===== src/rtl/rng_scheduler.sv =====
// rng_scheduler: shares one random-word generator among NUM_REQ requesters.
// A round-robin arbiter picks a requester, the FSM fetches a word from the
// generator, captures it into rand_out and pulses the winner's grant bit.
// A user seed switch reseeds the generator between transactions, and a
// missing generator acknowledge aborts the fetch and raises a sticky error.
//
// state    | meaning
// ---------+-----------------------------------------------------------
// IDLE     | waiting; seed_start has priority, else arbitrate requests
// SEED     | lfsr_start held high while the seed switch stays on
// FETCH    | one-cycle fetch pulse, timeout counter cleared
// WAIT_ACK | waiting for lfsr_ack; abort after ACK_TIMEOUT cycles
// DELIVER  | one-cycle grant to the latched winner, advance rr_ptr
module rng_scheduler #(
    parameter int NUM_REQ     = 4,
    parameter int WIDTH       = 28,
    parameter int ACK_TIMEOUT = 15
) (
    input  logic               clk,
    input  logic               reset,
    input  logic               seed_start,
    input  logic [NUM_REQ-1:0] req,
    output logic               lfsr_start,
    output logic               lfsr_fetch,
    input  logic               lfsr_ack,
    input  logic [WIDTH-1:0]   lfsr_data,
    output logic [NUM_REQ-1:0] grant,
    output logic [WIDTH-1:0]   rand_out,
    output logic               busy,
    output logic               timeout_err
);

    localparam int IDX_W = (NUM_REQ > 1) ? $clog2(NUM_REQ) : 1;
    localparam int CNT_W = (ACK_TIMEOUT > 1) ? $clog2(ACK_TIMEOUT) : 1;

    // The counter runs 0..ACK_TIMEOUT-1, so the last value marks the
    // ACK_TIMEOUT-th cycle spent waiting.
    localparam logic [CNT_W-1:0] CNT_LAST    = CNT_W'(ACK_TIMEOUT - 1);
    localparam logic [IDX_W:0]   NUM_REQ_EXT = (IDX_W + 1)'(NUM_REQ);

    typedef enum logic [2:0] {
        IDLE,
        SEED,
        FETCH,
        WAIT_ACK,
        DELIVER
    } state_t;

    state_t             state;
    state_t             state_next;

    logic [IDX_W-1:0]   rr_ptr;
    logic [IDX_W-1:0]   winner;
    logic [CNT_W-1:0]   ack_cnt;

    logic [NUM_REQ-1:0] req_rot;
    logic               req_found;
    logic [IDX_W:0]     pick_sum;
    logic [IDX_W-1:0]   pick_idx;
    logic [IDX_W:0]     ptr_sum;
    logic [IDX_W-1:0]   rr_next;
    logic               ack_expired;

    // Round-robin pick: rotate req so rr_ptr lands at bit 0, take the
    // lowest set bit, then map the offset back to a requester index.
    always_comb begin
        req_rot   = NUM_REQ'({req, req} >> rr_ptr);
        req_found = 1'b0;
        pick_sum  = '0;
        for (int i = 0; i < NUM_REQ; i++) begin
            if (!req_found && req_rot[i]) begin
                req_found = 1'b1;
                pick_sum  = {1'b0, rr_ptr} + (IDX_W + 1)'(i);
            end
        end
        if (pick_sum >= NUM_REQ_EXT) begin
            pick_sum = pick_sum - NUM_REQ_EXT;
        end
        pick_idx = pick_sum[IDX_W-1:0];
    end

    // Pointer for the next search: one past the requester just served.
    always_comb begin
        ptr_sum = {1'b0, winner} + (IDX_W + 1)'(1);
        if (ptr_sum >= NUM_REQ_EXT) begin
            ptr_sum = '0;
        end
        rr_next = ptr_sum[IDX_W-1:0];
    end

    // An ack on the final waiting cycle still wins over the timeout.
    always_comb begin
        ack_expired = (state == WAIT_ACK) && !lfsr_ack && (ack_cnt == CNT_LAST);
    end

    // State register.
    always_ff @(posedge clk) begin
        if (reset) begin
            state <= IDLE;
        end else begin
            state <= state_next;
        end
    end

    // Next-state decode and state-derived outputs. Outputs are forced low
    // while reset is asserted so nothing leaks out of an aborted transaction.
    always_comb begin
        state_next = state;
        lfsr_start = 1'b0;
        lfsr_fetch = 1'b0;
        busy       = 1'b0;
        grant      = '0;

        case (state)
            IDLE: begin
                if (seed_start) begin
                    state_next = SEED;
                end else if (req_found) begin
                    state_next = FETCH;
                end
            end
            SEED: begin
                lfsr_start = 1'b1;
                if (!seed_start) begin
                    state_next = IDLE;
                end
            end
            FETCH: begin
                lfsr_fetch = 1'b1;
                state_next = WAIT_ACK;
            end
            WAIT_ACK: begin
                if (lfsr_ack) begin
                    state_next = DELIVER;
                end else if (ack_expired) begin
                    state_next = IDLE;
                end
            end
            DELIVER: begin
                grant      = NUM_REQ'(1) << winner;
                state_next = IDLE;
            end
            default: begin
                state_next = IDLE;
            end
        endcase

        busy = (state != IDLE);

        if (reset) begin
            lfsr_start = 1'b0;
            lfsr_fetch = 1'b0;
            busy       = 1'b0;
            grant      = '0;
        end
    end

    // Transaction datapath: winner latch, ack timer, word capture, pointer
    // advance and the sticky timeout flag. A timeout leaves rr_ptr alone so
    // the same requester is retried.
    always_ff @(posedge clk) begin
        if (reset) begin
            rr_ptr      <= '0;
            winner      <= '0;
            ack_cnt     <= '0;
            rand_out    <= '0;
            timeout_err <= 1'b0;
        end else begin
            case (state)
                IDLE: begin
                    if (!seed_start && req_found) begin
                        winner <= pick_idx;
                    end
                end
                FETCH: begin
                    ack_cnt <= '0;
                end
                WAIT_ACK: begin
                    if (lfsr_ack) begin
                        rand_out <= lfsr_data;
                    end else if (ack_expired) begin
                        timeout_err <= 1'b1;
                    end else begin
                        ack_cnt <= ack_cnt + CNT_W'(1);
                    end
                end
                DELIVER: begin
                    rr_ptr <= rr_next;
                end
                default: begin
                end
            endcase
        end
    end

endmodule


===== config.mk =====
export PLATFORM = sky130hd
export DESIGN_NAME = rng_scheduler
export DESIGN_NICKNAME = d
export VERILOG_FILES = /design/src/rtl/rng_scheduler.sv
export SDC_FILE = /design/constraint.sdc
export NUM_CORES = 1
export LEC_CHECK = 0
export CAP_MARGIN = 10
export CORE_AREA = 8 8 62 90
export CTS_CLUSTER_DIAMETER = 60
export DETAILED_ROUTE_END_ITERATION = 10
export DIE_AREA = 0 0 70 98
export PLACE_DENSITY = 0.82
export SLEW_MARGIN = 20
export SYNTH_ARGS = -nofsm -noshare
export SYNTH_HDL_FRONTEND = slang
export SYNTH_SLANG_ARGS = --single-unit

===== constraint.sdc =====
create_clock -name clk -period 2 [get_ports clk]
set_clock_uncertainty 0.05 [all_clocks]
set_input_delay 0.3 -clock clk [delete_from_list [all_inputs] [get_ports clk]]
set_output_delay 0.3 -clock clk [all_outputs]
set_load 0.05 [all_outputs]

Word level (Yosys, flattened, before mapping)
Index checks and enable logic that the tools add are counted.
Widths: inputs -> output; s select.
{"block": "word_totals", "out_inout_bits": 36, "ff_bits": 40, "mem_count": 0, "latch_bits": 0, "romBits": 0, "ram_bits": 0, "word_cells": 72, "in_bits": 36}
{"block": "op_classes", "n_mux": 26, "addsub": 6, "n_eq_ne": 10, "n_reduce_logical": 19, "div_mod_pow": 0, "bitwise": 1, "mul": 0, "shifts": 2, "n_lt_le_gt_ge": 2}
{"op": "$mux 3", "count": 8}
{"op": "$mux 4", "count": 4}
{"op": "$pmux 3 s4", "count": 1}
{"op": "$mux 1", "count": 9}
{"op": "$reduce_and 3->1", "count": 3}
{"op": "$pmux 4 s2", "count": 1}
{"op": "$shr 8x2->4", "count": 1}
{"op": "$add 2x1->3 const B", "count": 2}
{"op": "$add 2x2->3 const B", "count": 2}
{"op": "$eq 3x2->1 const B", "count": 2}
{"op": "$ge 3x3->1 const B", "count": 2}
{"op": "$logic_and 1x1->1", "count": 6}
{"op": "$mux 2", "count": 3}
{"op": "$ne 2x2->1 const B", "count": 3}
{"op": "$ne 3x3->1 const B", "count": 2}
{"op": "$logic_not 1->1", "count": 5}
{"op": "$add 4x1->4 const B", "count": 1}
{"op": "$eq 4x4->1 const B", "count": 1}
{"op": "$reduce_and 2->1", "count": 2}
{"op": "$shl 1x2->4 const A", "count": 1}
{"op": "$eq 3x1->1 const B", "count": 1}
{"op": "$eq 3x3->1 const B", "count": 1}
{"op": "$logic_not 3->1", "count": 1}
{"op": "$reduce_bool 3->1", "count": 1}
{"op": "other kinds (3)", "count": 3}

Depth between registers and ports, before layout
{"block": "depth", "depth_word": 14, "depth_mapped": 7, "depth_no_buf": 6}

Worst setup path after synthesis
Ideal clock, no wire load.
{"block": "synth_path", "path_kind": "input port to output port", "startpoint": "input reset", "endpoint": "output lfsr_start", "slack_ns": -0.635, "cell_stages": 3, "required_ns": 1.650, "t_arrival_ns": 2.285, "path_buffers": 2, "cell_sequence": "clkbuf_1 > clkbuf_1 > nor4b_1"}
{"block": "synth_via", "elab_chain_cells": 1}
{"element": "from (decl)", "line": "20", "text": "input logic reset,"}
{"element": "$mux 1", "line": "150", "text": "if (reset) begin"}
{"element": "to (decl)", "line": "23", "text": "output logic lfsr_start,"}
Every way passes these cells.

Worst setup path in the final report
{"block": "layout_path", "startpoint": "register state[0]", "endpoint": "output lfsr_fetch"}
{"block": "layout_via", "elab_chain_cells": 3}
{"element": "from (decl)", "line": "49", "text": "state_t state;"}
{"element": "from (signal assigned)", "line": "101", "text": "state <= state_next;"}
{"element": "$eq 3x2->1", "line": "114", "text": "case (state)"}
{"element": "$mux 1", "line": "114"}
{"element": "$mux 1", "line": "150"}
{"element": "to (decl)", "line": "24", "text": "output logic lfsr_fetch,"}
Every way passes these cells.

==> reports/metrics.yaml <==
status:
  outcome: "finished, final reports clean"
power:
  ir_worst_vdd_v: 0.000481
  p_sw_uw: 410
  clkPwrFrac_pct: 39.1
  p_int_mw: 1.38
  power_frac_seq_pct: 46.6
  combPwrFrac_pct: 14.2
  leakagePower_nw: 0.965
  p_per_area_nw_per_um2: 675
  sw_frac_of_total_pct: 22.9
sta:
  maxSlewHeadroom_pct: 64.6
  fin_ws_ns: 0.102
  fin_tns_setup_ns: 0
  period_needed_ns: 1.90
  slew_violations: 0
  hold_violations: 0
  grt_setup_unrepaired: "no"
  post-route-period-util_pct: 94.9
  tightest_slew_ns: 0.531
  setup_violations: 0
  clock.fmax_ghz: 0.527
cells_and_area:
  antenna_cells: 0
  fin_cells: 336
  syn_to_final_growth_pct: 54.3
  layout_common_cells: "clkdlybuf4s50_1, nand2_1, dfxtp_1"
  drive_above_1_share_pct: 10.8
  num-nets-final: 329
  utilization_pct: 60.9
  postLayoutCellArea_um2: 2650
  final_common_cell: "clkdlybuf4s50_1"
grt:
  grt_pass1_vias: 1645
  met1_usage_pct: 11.7
  busiest_layer: "met2"
  grt_use_met2_pct: 23.9
  grt_max_degree: 30
  gr-usage-all-layers_pct: 12.9
  gr-total-overflow: 0
  grt_first_pass_wirelength_mm: 7.49
  grt_util_met3_pct: 6.40
  antenna_found_initial: 0
placement:
  dp_slack_ns: 0.142
  place_hpwl_mm: 3.50
  placed_cell_area_um2: 2510
  place_inst: 328
  portBuffers: 71
  place_congestion: 0.811
floorplanning:
  ios: 72
  core-area_um2: 4350
  rows: 30
  start_util_pct: 39.5
  die_w_um: 70
  die_h_um: 98
  die_area_um2: 6860
clock_network:
  root_buffer: "clkbuf_8"
  numCtsBuffers: 5
  cts_setup_buffers: 0
  clk_path_buf_depth: 2
  clk-insertion-delay-late_ns: 0.28
  h-tree-depth: 2
  cts.clk_slew.worst_paths_ns: 0.07
  cts_num_sinks: 40
  cts_tree: "done"
synthesis:
  syn_nets: 259
  ys.flop_type: "dfxtp_1"
  yosysWarnings: 0
  synth_edf_count: 0
  netlist_area_um2: 1720
  syn_inst: 217
  ys_ff_latch: 40
  synth-seq-area-share_pct: 46.6
  syn_avg_cell_area_um2: 7.92
  synthArstFlopShare_pct: 0
  yosysUniqueCellTypes: 36
drt:
  detail_route.wl_per_cell_um: 13.4
  drt_iter0_markers: 36
  drc: 0
  via_per_inst: 4.92
  dr.pass1.iters: 4
  ant_nets: 0
  num_vias: 1652
  postRouteWirelength_mm: 4.50
worst_setup_path:
  cp.arrival_ns: 1.55
  crit_path_start_kind: "flip-flop"
  end_kind: "primary output"
  critPathRequiredTime_ns: 1.65
  crit_type: "flip-flop to primary output"
  path_max_fanout: 10
min_path:
  min_path_type: "flip-flop to flip-flop"
job:
  drv_cap: 0
## Yosys cell counts (all sizes together) (2+ instances only)
cell / n / area (µm²)
nor3: 3 / 15.0
a21oi: 33 / 165
inv: 6 / 22.5
mux2i: 2 / 20.0
o221ai: 2 / 17.5
nand2: 58 / 218
dfxtp: 40 / 801
clkbuf: 6 / 22.5
buf: 7 / 41.3
nand3: 3 / 15.0
nor4: 2 / 12.5
nor2: 20 / 77.6
ha: 6 / 75.1
nand2b: 3 / 18.8
and3: 2 / 12.5
and2: 4 / 25.0
nor2b: 2 / 12.5
xor2: 2 / 17.5
## routing by layer
layer / up-vias / routed length [µm]
li1: 849 / -
met1: 756 / 1680
met2: 43 / 2400
met3: 4 / 375
met4: 0 / 42
met5: - / 0
## cell type report
type	count	area, µm²
fill	396	1700
multi-input combinational	158	845
sequential	40	803
timing repair buffer	76	793
clock buffer	7	96.3
tap	48	60.1
clock inverter	1	30.0
inverter	6	22.5
## sequential cells by signal, indices dropped and copies added, names as in the netlist
name,count
ack_cnt,4
rand_out,28
rr_ptr,2
state,3
timeout_err,1
winner,2
## worst max-delay path: stages (launching register included)
cell and delay [ns]:
dfxtp_1 0.40, or3b_2 0.54, nor2_1 0.12, buf_4 0.21
## timing repair
item	4_1_cts	5_1_grt
setup endpoints to repair	4	5
hold buffers	0	0
endpoints found under the hold margin	0	0
resized for setup	1	3
pin swaps	0	0
## per-stage QoR
step | total power, mW | hold WS (ns)
after floorplan | 0.984 | 0.386
after global placement | 1.10 | 0.390
after detailed placement | 1.11 | 0.397
after CTS | 1.81 | 0.406
after global routing | 1.86 | 0.423
final | 1.79 | 0.404
## power groups by stage
stage | clock network (mW) | logic (mW) | registers [mW]
after global placement | 0 | 0.253 | 0.850
after global routing | 0.748 | 0.275 | 0.837
after floorplan | 0 | 0.107 | 0.877
final | 0.700 | 0.255 | 0.834
after detailed placement | 0 | 0.256 | 0.851
after CTS | 0.721 | 0.257 | 0.832
## logic make-up after synthesis
group           count (synthesis)  share of synthesized area, %
fa+ha+maj                       6                          4.37
buf+inv                        19                          5.03
simple gates                  105                          27.7
compound gates                 42                          13.5
xor+xnor                        2                          1.02
flops                          40                          46.6
mux                             3                          1.82
## final timing paths
check	end	slack (ns)	from	cells after the start
max	lfsr_fetch	0.10	state[0]	3
min	rand_out[1]	0.40	rand_out[1]	2
max reg2reg	rand_out[0]	0.37	state[0]	4
min reg2reg	rand_out[1]	0.40	rand_out[1]	2
Note: power is estimated with default switching activity, not from simulation.
